<file path="src/rtl/aes_package.sv">
// Shared types, round-count constants and key-length decoding
// for the AES block sequencing controller.
package aes_package;

    typedef enum logic [2:0] {
        ST_IDLE,
        ST_KEYEXP,
        ST_WAIT_IN,
        ST_ROUND,
        ST_WAIT_OUT,
        ST_DONE
    } aes_sched_state_t;

    localparam logic [3:0] AES_NR_128 = 4'd10;
    localparam logic [3:0] AES_NR_192 = 4'd12;
    localparam logic [3:0] AES_NR_256 = 4'd14;

    localparam logic [1:0] AES_KEYLEN_128  = 2'b00;
    localparam logic [1:0] AES_KEYLEN_192  = 2'b01;
    localparam logic [1:0] AES_KEYLEN_256  = 2'b10;
    localparam logic [1:0] AES_KEYLEN_RSVD = 2'b11;

    typedef struct packed {
        logic       key_exp_start;
        logic       in_ready;
        logic       eng_load;
        logic       round_en;
        logic [3:0] round_idx;
        logic       last;
        logic       out_valid;
    } ctrl_sched_t;

    typedef struct packed {
        logic busy;
        logic done;
        logic err;
    } flags_sched_t;

    // Reserved length never reaches the round loop; any Nr is fine there.
    function automatic logic [3:0] aes_nr(input logic [1:0] key_len);
        logic [3:0] nr;
        case (key_len)
            AES_KEYLEN_128: nr = AES_NR_128;
            AES_KEYLEN_192: nr = AES_NR_192;
            AES_KEYLEN_256: nr = AES_NR_256;
            default:        nr = AES_NR_128;
        endcase
        return nr;
    endfunction

endpackage

</file>
<file path="src/rtl/aes_block_sched.sv">
// Job sequencer for the AES engine: key expansion trigger, per-block
// round schedule, result release and completion/error reporting.
module aes_block_sched
    import aes_package::*;
#(
    parameter int CNT_W = 16
) (
    input  logic             clk_i,
    input  logic             rst_ni,
    input  logic             test_mode_i,
    input  logic             clear_i,
    input  logic             start_i,
    input  logic [CNT_W-1:0] nb_blocks_i,
    input  logic [1:0]       key_len_i,
    output logic             key_exp_start_o,
    input  logic             key_exp_done_i,
    input  logic             in_valid_i,
    output logic             in_ready_o,
    output logic             eng_load_o,
    output logic             eng_round_en_o,
    output logic [3:0]       eng_round_idx_o,
    output logic             eng_last_o,
    output logic             out_valid_o,
    input  logic             out_ready_i,
    output logic             busy_o,
    output logic             done_o,
    output logic             err_o,
    output logic [CNT_W-1:0] blk_cnt_o
);

    aes_sched_state_t state_q, state_d;
    logic [3:0]       rnd_q, rnd_d;
    logic [3:0]       nr_q, nr_d;
    logic [CNT_W-1:0] blk_q, blk_d;
    logic [CNT_W-1:0] nb_q, nb_d;
    logic             err_q, err_d;
    logic [CNT_W-1:0] blk_inc;
    ctrl_sched_t      ctrl;
    flags_sched_t     flags;
    logic             unused_test_mode;

    assign unused_test_mode = test_mode_i;
    assign blk_inc = blk_q + 1'b1;

    always_ff @(posedge clk_i or negedge rst_ni) begin
        if (!rst_ni) begin
            state_q <= ST_IDLE;
            rnd_q   <= '0;
            nr_q    <= '0;
            blk_q   <= '0;
            nb_q    <= '0;
            err_q   <= 1'b0;
        end else if (clear_i) begin
            state_q <= ST_IDLE;
            rnd_q   <= '0;
            nr_q    <= '0;
            blk_q   <= '0;
            nb_q    <= '0;
            err_q   <= 1'b0;
        end else begin
            state_q <= state_d;
            rnd_q   <= rnd_d;
            nr_q    <= nr_d;
            blk_q   <= blk_d;
            nb_q    <= nb_d;
            err_q   <= err_d;
        end
    end

    always_comb begin
        state_d    = state_q;
        rnd_d      = rnd_q;
        nr_d       = nr_q;
        blk_d      = blk_q;
        nb_d       = nb_q;
        err_d      = err_q;
        ctrl       = '0;
        flags      = '0;
        flags.busy = (state_q != ST_IDLE);
        unique case (state_q)
            ST_IDLE: begin
                if (start_i) begin
                    nb_d  = nb_blocks_i;
                    nr_d  = aes_nr(key_len_i);
                    rnd_d = '0;
                    blk_d = '0;
                    if (key_len_i == AES_KEYLEN_RSVD) begin
                        err_d   = 1'b1;
                        state_d = ST_DONE;
                    end else if (nb_blocks_i == '0) begin
                        state_d = ST_DONE;
                    end else begin
                        ctrl.key_exp_start = 1'b1;
                        state_d            = ST_KEYEXP;
                    end
                end
            end
            ST_KEYEXP: begin
                if (key_exp_done_i) state_d = ST_WAIT_IN;
            end
            ST_WAIT_IN: begin
                ctrl.in_ready = 1'b1;
                if (in_valid_i) begin
                    ctrl.eng_load = 1'b1;
                    rnd_d         = 4'd1;
                    state_d       = ST_ROUND;
                end
            end
            ST_ROUND: begin
                ctrl.round_en  = 1'b1;
                ctrl.round_idx = rnd_q;
                ctrl.last      = (rnd_q == nr_q);
                if (ctrl.last) state_d = ST_WAIT_OUT;
                else           rnd_d   = rnd_q + 4'd1;
            end
            ST_WAIT_OUT: begin
                ctrl.out_valid = 1'b1;
                if (out_ready_i) begin
                    blk_d   = blk_inc;
                    state_d = (blk_inc == nb_q) ? ST_DONE : ST_WAIT_IN;
                end
            end
            ST_DONE: begin
                flags.done = 1'b1;
                flags.err  = err_q;
                err_d      = 1'b0;
                state_d    = ST_IDLE;
            end
            default: state_d = ST_IDLE;
        endcase
    end

    assign key_exp_start_o = ctrl.key_exp_start;
    assign in_ready_o      = ctrl.in_ready;
    assign eng_load_o      = ctrl.eng_load;
    assign eng_round_en_o  = ctrl.round_en;
    assign eng_round_idx_o = ctrl.round_idx;
    assign eng_last_o      = ctrl.last;
    assign out_valid_o     = ctrl.out_valid;
    assign busy_o          = flags.busy;
    assign done_o          = flags.done;
    assign err_o           = flags.err;
    assign blk_cnt_o       = blk_q;

endmodule

</file>
<file path="config.mk">
export PLATFORM = sky130hd
export DESIGN_NAME = aes_block_sched
export DESIGN_NICKNAME = d
export VERILOG_FILES = /design/src/rtl/aes_package.sv /design/src/rtl/aes_block_sched.sv
export SDC_FILE = /design/constraint.sdc
export NUM_CORES = 1
export LEC_CHECK = 0
export CAP_MARGIN = 20
export CORE_MARGIN = 2
export CORE_UTILIZATION = 39
export CTS_CLUSTER_DIAMETER = 50
export DETAILED_ROUTE_END_ITERATION = 8
export MAX_ROUTING_LAYER = met4
export PLACE_DENSITY = 0.68
export SLEW_MARGIN = 20
export SYNTH_ARGS = -nofsm -noshare
export SYNTH_HDL_FRONTEND = slang
export SYNTH_SLANG_ARGS = --single-unit
</file>
<file path="constraint.sdc">
create_clock -name clk_i -period 2.41 [get_ports clk_i]
set_input_delay 0.3615 -clock clk_i [delete_from_list [all_inputs] [get_ports clk_i]]
set_output_delay 0.3615 -clock clk_i [all_outputs]
set_load 0.02 [all_outputs]
</file>
== After elaboration in Yosys (flattened, before gate mapping) ==
Index checks and enable logic that the tools add are counted.

* Register bits: 44
* Bits of input ports: 26

* Reductions and logical operators: 13
* Muxes and demuxes: 39
* Eq/ne operators: 17
* Add/subtract/negate cells: 2

{| class="wikitable"
|+ Operators with widths
! cell !! count
|-
| 2-to-1 mux 16 bit || 6
|-
| case mux 16 bit (2 select lines) || 1
|-
| 2-to-1 mux 4 bit || 7
|-
| 2-to-1 mux 3 bit || 9
|-
| != test 3 bit (second input constant) || 7
|-
| adder 16 x 1 -> 16 bit (second input constant) || 1
|-
| equality test 16 bit || 1
|-
| logical NOT 16 bit || 1
|-
| case mux 3 bit (5 select lines) || 1
|-
| case mux 4 bit (3 select lines) || 1
|-
| 2-to-1 mux 1 bit || 9
|-
| nonzero test 3 bit || 3
|-
| equality test 3 x 2 -> 1 bit (second input constant) || 2
|-
| equality test 3 bit (second input constant) || 2
|-
| 2-to-1 mux 6 bit || 1
|-
| case mux 3 bit (2 select lines) || 1
|-
| AND reduction 3 bit || 2
|-
| AND reduction 5 bit || 1
|-
| adder 4 x 1 -> 4 bit (second input constant) || 1
|-
| equality test 2 bit (second input constant) || 2
|-
| equality test 4 bit || 1
|-
| 2-to-1 mux 2 bit || 2
|-
| AND reduction 4 bit || 1
|-
| nonzero test 2 bit || 2
|-
| other kinds (6) || 6
|}

== Longest topological paths before layout ==
Gate-level depths: netlist (run 1).

* Depth after elaboration: 6
* Gate-level depth with buffers: 8

== Least setup slack after synthesis (run 1) ==
OpenSTA, ideal clock, no wires.

* Path type: register to register
* From: register blk_q[0] (netlist: blk_cnt_o[0])
* To: register state_q[1]
* Library setup time: 0.122 ns
* Arrival time: 2.225 ns
* Path buffers: 0
* Cell stages (with the launch flop): 8
* Path slack: 0.063 ns
* Clock period less this slack: 2.347 ns
* Cell sequence: dfrtp_1 -> ha_1 -> nand3_1 -> nor2_2 -> nand3_1 -> or2_0 -> a2111o_1 -> o2bb2ai_1

* Cells in the longest elaborated chain, start to end: 6

{| class="wikitable"
|+ RTL lines
! item !! line !! RTL
|-
| start: declaration || aes_block_sched.sv:34 || <nowiki>logic [CNT_W-1:0] blk_q, blk_d;</nowiki>
|-
| start signal: assignment || aes_block_sched.sv:64 || <nowiki>blk_q <= blk_d;</nowiki>
|-
| adder 16 x 1 -> 16 bit || aes_block_sched.sv:43 || <nowiki>assign blk_inc = blk_q + 1'b1;</nowiki>
|-
| equality test 16 bit || aes_block_sched.sv:120 || <nowiki>state_d = (blk_inc == nb_q) ? ST_DONE : ST_WAIT_IN;</nowiki>
|-
| 2-to-1 mux 3 bit || aes_block_sched.sv:120 ||
|-
| 2-to-1 mux 3 bit || aes_block_sched.sv:118 || <nowiki>if (out_ready_i) begin</nowiki>
|-
| case mux 3 bit (5 select lines) || aes_block_sched.sv:80 || <nowiki>unique case (state_q)</nowiki>
|-
| 2-to-1 mux 3 bit || aes_block_sched.sv:53 || <nowiki>end else if (clear_i) begin</nowiki>
|-
| end signal: assignment || aes_block_sched.sv:61 || <nowiki>state_q <= state_d;</nowiki>
|-
| end: declaration || aes_block_sched.sv:31 || <nowiki>aes_sched_state_t state_q, state_d;</nowiki>
|}

Every way passes these cells. The select of a mux whose other input is x is not followed.
A chain may end at the register's enable or synchronous reset.

== Final worst setup path (run 1) ==
* From: register rnd_q[2]
* To: output port eng_last_o

* Cells in the longest elaborated chain, start to end: 2

{| class="wikitable"
|+ RTL lines
! item !! line !! RTL
|-
| start: declaration || aes_block_sched.sv:32 || <nowiki>logic [3:0] rnd_q, rnd_d;</nowiki>
|-
| start signal: assignment || aes_block_sched.sv:62 || <nowiki>rnd_q <= rnd_d;</nowiki>
|-
| equality test 4 bit || aes_block_sched.sv:112 || <nowiki>ctrl.last = (rnd_q == nr_q);</nowiki>
|-
| 2-to-1 mux 6 bit || aes_block_sched.sv:80 ||
|-
| end: declaration || aes_block_sched.sv:22 || <nowiki>output logic eng_last_o,</nowiki>
|}

Every way passes these cells.

==> flow_summary_export.csv, run 1 <==
group,metric,value,unit
global_route,grt_pass1_vias,2547,
sta,finClkSkew,9.567,ps
floorplanning,fp.dieH,87.30,µm
cells_and_area,utilization,54.28,%
sta,tightest_slew,651.5,ps
logic_synthesis,yosysMostFrequentCell,"nand2_1",
cells_and_area,area_growth,35.51,%
sta,setup_viol,0,
sta,drv_slew,0,
sta,hold_viol,0,
clock_tree,cts.clk_slew.worst_paths,80,ps
clock_tree,clock_latency,310,ps
run,cap_violations,0,
floorplanning,fp-row-count,30,
worst_setup_path,worstSetupStartpointType,"flop",
logic_synthesis,syn_nets,356,
logic_synthesis,synth_top_area_share,39.76,%
power,vdd.ir_drop.worst,0.4283,mV
sta,slew_headroom,56.44,%
cells_and_area,fin_area,3667,µm²
routing,drt_iter0_drc,108,
global_route,grt_pass1_wl,11940,µm
routing,ant_nets,0,
global_route,grt.total_usage,20.62,%
worst_setup_path,cp.arrival,1920,ps
place,placed_area,3516,µm²
floorplanning,start_util,40.06,%
clock_tree,post-cts-setup-buffer-count,0,
cells_and_area,antenna_cells,0,
global_route,grt-ovfl-total,0,
logic_synthesis,synth_edf_count,0,
floorplanning,pin_count,55,
clock_tree,cts_tree,"built",
routing,firstDrtPassIters,4,
routing,vias,2642,
status,outcome,"completed",
sta,period_share,94.64,%
logic_synthesis,synth_top_area_cell,"dfrtp_1",
logic_synthesis,ys_seq_area_share,39.76,%
clock_tree,cts_made_buffers,5,
logic_synthesis,async_reset_ff_share,100.0,%
clock_tree,cts.sinks,43,
place,dpl.hpwl,5525,µm
routing,drc,0,
floorplanning,die_area,7621,µm²
clock_tree,root_buffer,"clkbuf_8",
floorplanning,die-width,87.30,µm
logic_synthesis,syn_avg_cell_area,8.302,µm²
logic_synthesis,yosys_warnings,0,
logic_synthesis,synth_top_cells_by_count,"53 x nand2_1, 43 x dfrtp_1, 29 x a21oi_1, 23 x nor2_1, 20 x o21ai_0",
place,port_buffers,53,
global_route,antenna_found_initial,0,
logic_synthesis,synth.distinct_cells,52,
logic_synthesis,synth_area,2706,µm²
power,power_leakage,1.576,nW
cells_and_area,layout-drive-gt1-share,13.37,%
clock_tree,ctsLongestPathBuffers,2,
sta,fin_crit,2281,ps
logic_synthesis,synth_area_leaders,"dfrtp_1 40%, nand2_1 7.4%, a21oi_1 5.4%",
routing,drt_wl_total,7222,µm
clock_tree,h-tree-depth,2,
worst_setup_path,worstSetupEndpointType,"primary output",
worst_setup_path,cp.required,2050,ps
cells_and_area,final_nets,433,
worst_setup_path,critPathKind,"flop to primary output",
place,globalplace.congestion,0.8903,
global_route,grt_max_degree,24,
routing,wl_per_cell,14.92,µm
routing,vias_per_cell,5.459,
worst_setup_path,crit_path_max_fanout,6,
logic_synthesis,synth_seq_cells,43,
min_path,hold_path.class,"input port to asynchronous set/reset pin",
logic_synthesis,syn_inst,326,
floorplanning,coreArea,6756,µm²
sta,fmaxAchievable,0.4385,GHz
logic_synthesis,ys.flop_type,"dfrtp_1",
power,power.density,684.2,nW/µm²
sta,rsz0062_at_grt,"no",
-- worst paths after layout --
| check | from | to | slack, ps | depth (start not counted) |
|---|---|---|---|---|
| setup / recovery | rnd_q[2] | eng_last_o | 130 | 4 |
| hold / removal | rst_ni | rnd_q[3] | 430 | 2 |
| setup reg to reg | blk_cnt_o[2] | state_q[1] | 160 | 6 |
| hold reg to reg | nb_q[1] | nb_q[1] | 540 | 2 |
| max in group asynchronous | rst_ni | blk_cnt_o[15] | 1460 | 3 |
| min in group clk_i | nb_q[1] | nb_q[1] | 540 | 2 |
-- state kept, by name (all words and copies together), names as in the netlist --
| signal | flops |
|---|---|
| err_q | 1 |
| nb_q | 16 |
| nr_q | 3 |
| rnd_q | 4 |
| blk_cnt_o | 16 |
| state_q | 3 |
-- power by group --
| group | leakage (nW) | total [W] | switching [W] | internal [W] |
|---|---|---|---|---|
| Sequential | 0.590 | 0.000885 | 0.0000774 | 0.000808 |
| Clock | 0.0654 | 0.000676 | 0.000262 | 0.000414 |
| Combinational | 0.921 | 0.000948 | 0.000534 | 0.000413 |
| Total | 1.58 | 0.00251 | 0.000874 | 0.00164 |
-- area by class of cell --
| type | count | area [µm²] |
|---|---|---|
| clock inverter | 2 | 60.06 |
| inverter | 6 | 22.52 |
| multi-input combinational | 256 | 1525 |
| sequential | 43 | 1076 |
| timing repair buffer | 91 | 810.8 |
| fill | 638 | 3089 |
| clock buffer | 6 | 72.57 |
| tap | 80 | 100.1 |
-- routing by layer --
layer	up-vias	global-route usage [%]	wire length [µm]
met5	-	-	0
met4	0	6.853	117
met3	9	3.033	285
met2	63	32.92	3425
met1	1255	26.87	3393
li1	1315	-	-
-- worst max-delay path, cell delays in order (launching register included) --
cell and delay (ps):
dfrtp_1 440, xor2_1 170, or4_1 550, nor2_1 110
dlygate4sd2_1 340
-- stage by stage --
step                      TNS [ps]  worst slack (ps)  total power [W]  instances  hold slack (ps)
after floorplan                  0             62.92         0.001471        326            65.91
after global placement      -1.704            -1.704         0.001817        475            203.5
after detailed placement    -1.836            -1.836         0.001835        475            204.3
after CTS                        0             68.26         0.002509        484            411.7
after global routing             0             2.136         0.002658        484            439.5
final                            0             129.3         0.002509        484            431.4
-- placed cells by master (no fill, tap or decap), types with 3 or more instances in the layout --
| master | count |
|---|---|
| a21oi_1 | 29 |
| a21o_1 | 3 |
| clkdlybuf4s50_1 | 50 |
| nor4_1 | 7 |
| clkbuf_8 | 5 |
| inv_1 | 5 |
| a31oi_1 | 4 |
| nor2b_1 | 5 |
| and3_1 | 3 |
| o21ai_1 | 7 |
| ha_1 | 4 |
| xnor2_1 | 16 |
| o21ai_0 | 20 |
| dfrtp_1 | 43 |
| nand3b_1 | 3 |
| nand3_1 | 8 |
| nor3_1 | 3 |
| buf_4 | 37 |
| o31ai_1 | 6 |
| nand4_1 | 7 |
| xor2_1 | 7 |
| nor2_1 | 23 |
| nand2_1 | 53 |
| o41ai_1 | 3 |
| and2_1 | 6 |
| or3_1 | 5 |
-- logic make-up (layout without fill, tap and decap cells) --
| group | Yosys count | after routing | share of synthesized area, % |
|---|---|---|---|
| AOI/OAI and AO/OA | 87 | 87 | 19.74 |
| xor gates and xnor gates | 23 | 23 | 7.443 |
| adders and majority gates | 4 | 4 | 1.849 |
| buffers and inverters | 27 | 105 | 4.300 |
| DFF | 43 | 43 | 39.76 |
| muxes | 3 | 3 | 1.156 |
| and+or+nand+nor | 139 | 139 | 25.75 |
-- repair_timing --
action / CTS / global route
hold endpoints to repair: 6 / 0
setup endpoints to repair: 2 / 6
gates resized for setup: 2 / 3
hold buffers: 1 / 0
(Power assumes the default switching activity.)
==> run 2: changes to the inputs <==
CTS_BUF_LIST = sky130_fd_sc_hd__clkbuf_4   (was not set)
SLEW_MARGIN = not set   (was 20)
==> run 2 against run 1 <==
Against the previous run: cell area is 0.55% lower; worst hold slack got worse by 59 ps; sequential power is essentially flat; non-clock buffer count did not move; largest cell class unchanged; first-iteration DRC count decreased by 0.93%; clock power fell by 14%; core utilization decreased by 0.30 points; clock skew grew 5.3 ps; die area did not move.
==> flow_summary_export.csv, run 2 (synthesized netlist as in run 1, its figures left out) <==
group,metric,value,unit
global_route,grt.met3_usage,2.085,%
worst_setup_path,crit_chain,"buf_4 -> nor3_2 -> clkdlybuf4s50_1",
clock_tree,cts.sinks,43,
sta,setup_viol,0,
sta,hold_viol,0,
worst_setup_path,reg2reg_slack,150,ps
worst_setup_path,cpPeakStageDelay,660,ps
clock_tree,ctsLongestPathBuffers,2,
worst_setup_path,critPathKind,"flop to primary output",
global_route,grt_max_degree,24,
routing,wl_per_cell,14.68,µm
routing,ant_nets,0,
sta,drv_slew,0,
sta,fin_crit,2283,ps
sta,holdWs,372.2,ps
worst_setup_path,crit_slowest_cell,"clkdlybuf4s50_1",
floorplanning,start_util,40.06,%
worst_setup_path,worstSetupStartpointType,"flop",
min_path,hold_path.class,"input port to asynchronous set/reset pin",
clock_tree,root_buffer,"clkbuf_4",
clock_tree,cts.clk_slew.worst_paths,130,ps
routing,vias_per_cell,5.469,
sta,rsz0062_at_grt,"no",
worst_setup_path,r2r-end,"state_q[1]",
place,place_ws,-1.836,ps
global_route,top_usage_layer,"met2",
place,place_inst,475,
sta,tightest_slew,651.1,ps
power,power_leakage,1.637,nW
power,vdd.ir_drop.worst,0.2909,mV
sta,fmaxAchievable,0.4380,GHz
routing,vias,2647,
worst_setup_path,r2r-start,"blk_cnt_o[2]",
power,power.density,659.5,nW/µm²
power,clockPowerShare,24.0,%
power,combPwrFrac,39.2,%
cells_and_area,area_growth,34.77,%
place,dpl.hpwl,5525,µm
power,p_sw,0.0008509,W
floorplanning,die_area,7621,µm²
cells_and_area,fill_cells,646,
floorplanning,coreArea,6756,µm²
place,placed_area,3516,µm²
cells_and_area,final_cell_mix,"53 x nand2_1, 46 x clkdlybuf4s50_1, 42 x dfrtp_1, 37 x buf_4, 29 x a21oi_1",
cells_and_area,final_common_cell,"nand2_1",
cells_and_area,final_cells,484,
routing,drc,0,
routing,drt_wl_total,7106,µm
global_route,use_met2,32.23,%
global_route,antenna_found_initial,0,
worst_setup_path,worstSetupEndpointType,"primary output",
global_route,use_met1,27.47,%
floorplanning,die-width,87.30,µm
clock_tree,h-tree-depth,2,
clock_tree,cts_made_buffers,5,
run,cap_violations,0,
global_route,grt_pass1_wl,11820,µm
routing,firstDrtPassIters,4,
place,port_buffers,53,
cells_and_area,final_nets,433,
routing,drt_iter0_drc,107,
sta,finClkSkew,14.83,ps
global_route,grt.total_usage,20.27,%
worst_setup_path,reg2reg_depth,6,
worst_setup_path,cp.arrival,1920,ps
clock_tree,clock_latency,360,ps
place,globalplace.congestion,0.8903,
sta,setup_ws,126.8,ps
cells_and_area,layout-drive-gt1-share,14.11,%
status,outcome,"completed",
sta,period_share,94.74,%
clock_tree,cts_tree,"built",
floorplanning,fp.dieH,87.30,µm
clock_tree,post-cts-setup-buffer-count,0,
cells_and_area,antenna_cells,0,
global_route,grt_pass1_vias,2528,
cells_and_area,fin_area,3647,µm²
worst_setup_path,cp.required,2050,ps
sta,slew_headroom,56.46,%
global_route,grt-ovfl-total,0,
worst_setup_path,crit_path_max_fanout,10,
power,p_sw_share,35.38,%
power,p_seq_share,36.8,%
floorplanning,pin_count,55,
floorplanning,fp-row-count,30,
power,p_int,0.001554,W
[run 2: cell types whose count changed in the layout (fill, tap and decap cells not counted)]
| cell | change |
|---|---|
| dlygate4sd2_1 | -1 |
| clkbuf_2 | +1 |
| dfrtp_2 | +1 |
| clkbuf_4 | +6 |
| dfrtp_1 | -1 |
| clkbuf_1 | -1 |
| dlymetal6s2s_1 | +4 |
| clkdlybuf4s50_1 | -4 |
| clkbuf_8 | -5 |
[run 2: worst max path at each step]
stage	start	endpoint	cells after the start
floorplan	blk_cnt_o[0]	state_q[1]	7
global placement	nb_blocks_i[14]	key_exp_start_o	5
detailed placement	nb_blocks_i[14]	key_exp_start_o	5
CTS	state_q[0]	err_o	4
global route	blk_cnt_o[0]	state_q[1]	8
finish	state_q[1]	out_valid_o	3
[run 2: layout make-up]
class	instances	area (µm²)	share of cell area (%)
timing repair buffer	91	817.0	22.40
sequential	43	1077	29.54
tap	80	100.1	2.744
inverter	6	22.52	0.6175
multi-input combinational	256	1525	41.82
clock inverter	2	60.06	1.647
clock buffer	6	45.04	1.235
[run 2: through the flow]
step,TNS [ps],total power [W],util [%]
after floorplan,0,0.001471,-
after global placement,-1.704,0.001817,52.04
after detailed placement,-1.836,0.001835,52.04
after CTS,0,0.002412,53.70
after global routing,0,0.002564,53.98
final,0,0.002405,53.98
[run 2: power groups by stage]
stage	sequential [W]	combinational, W	clock [W]
after global placement	0.000890	0.000926	0
after global routing	0.000896	0.00105	0.000620
after detailed placement	0.000896	0.000940	0
final	0.000884	0.000943	0.000578
after floorplan	0.000874	0.000597	0
after CTS	0.000882	0.000942	0.000589
[run 2: repair_timing]
action / 4_1_cts / 5_1_grt
endpoints found under the setup margin: 2 / 7
resized for setup: 2 / 10
hold buffers: 1 / 0
hold endpoints to repair: 6 / 0
[run 2: critical path: cells and delay by family, from the launching register on]
kind | cells | cell delay (ps)
DFF | 1 | 430
buffers and inverters | 2 | 840
and+or+nand+nor | 1 | 310
[run 2: per-layer routing]
metal / share of wire [%] / routed length (µm)
met1: 47 / 3354
met2: 48 / 3407
met3: 3.7 / 264
met4: 1.1 / 80
met5: 0 / 0
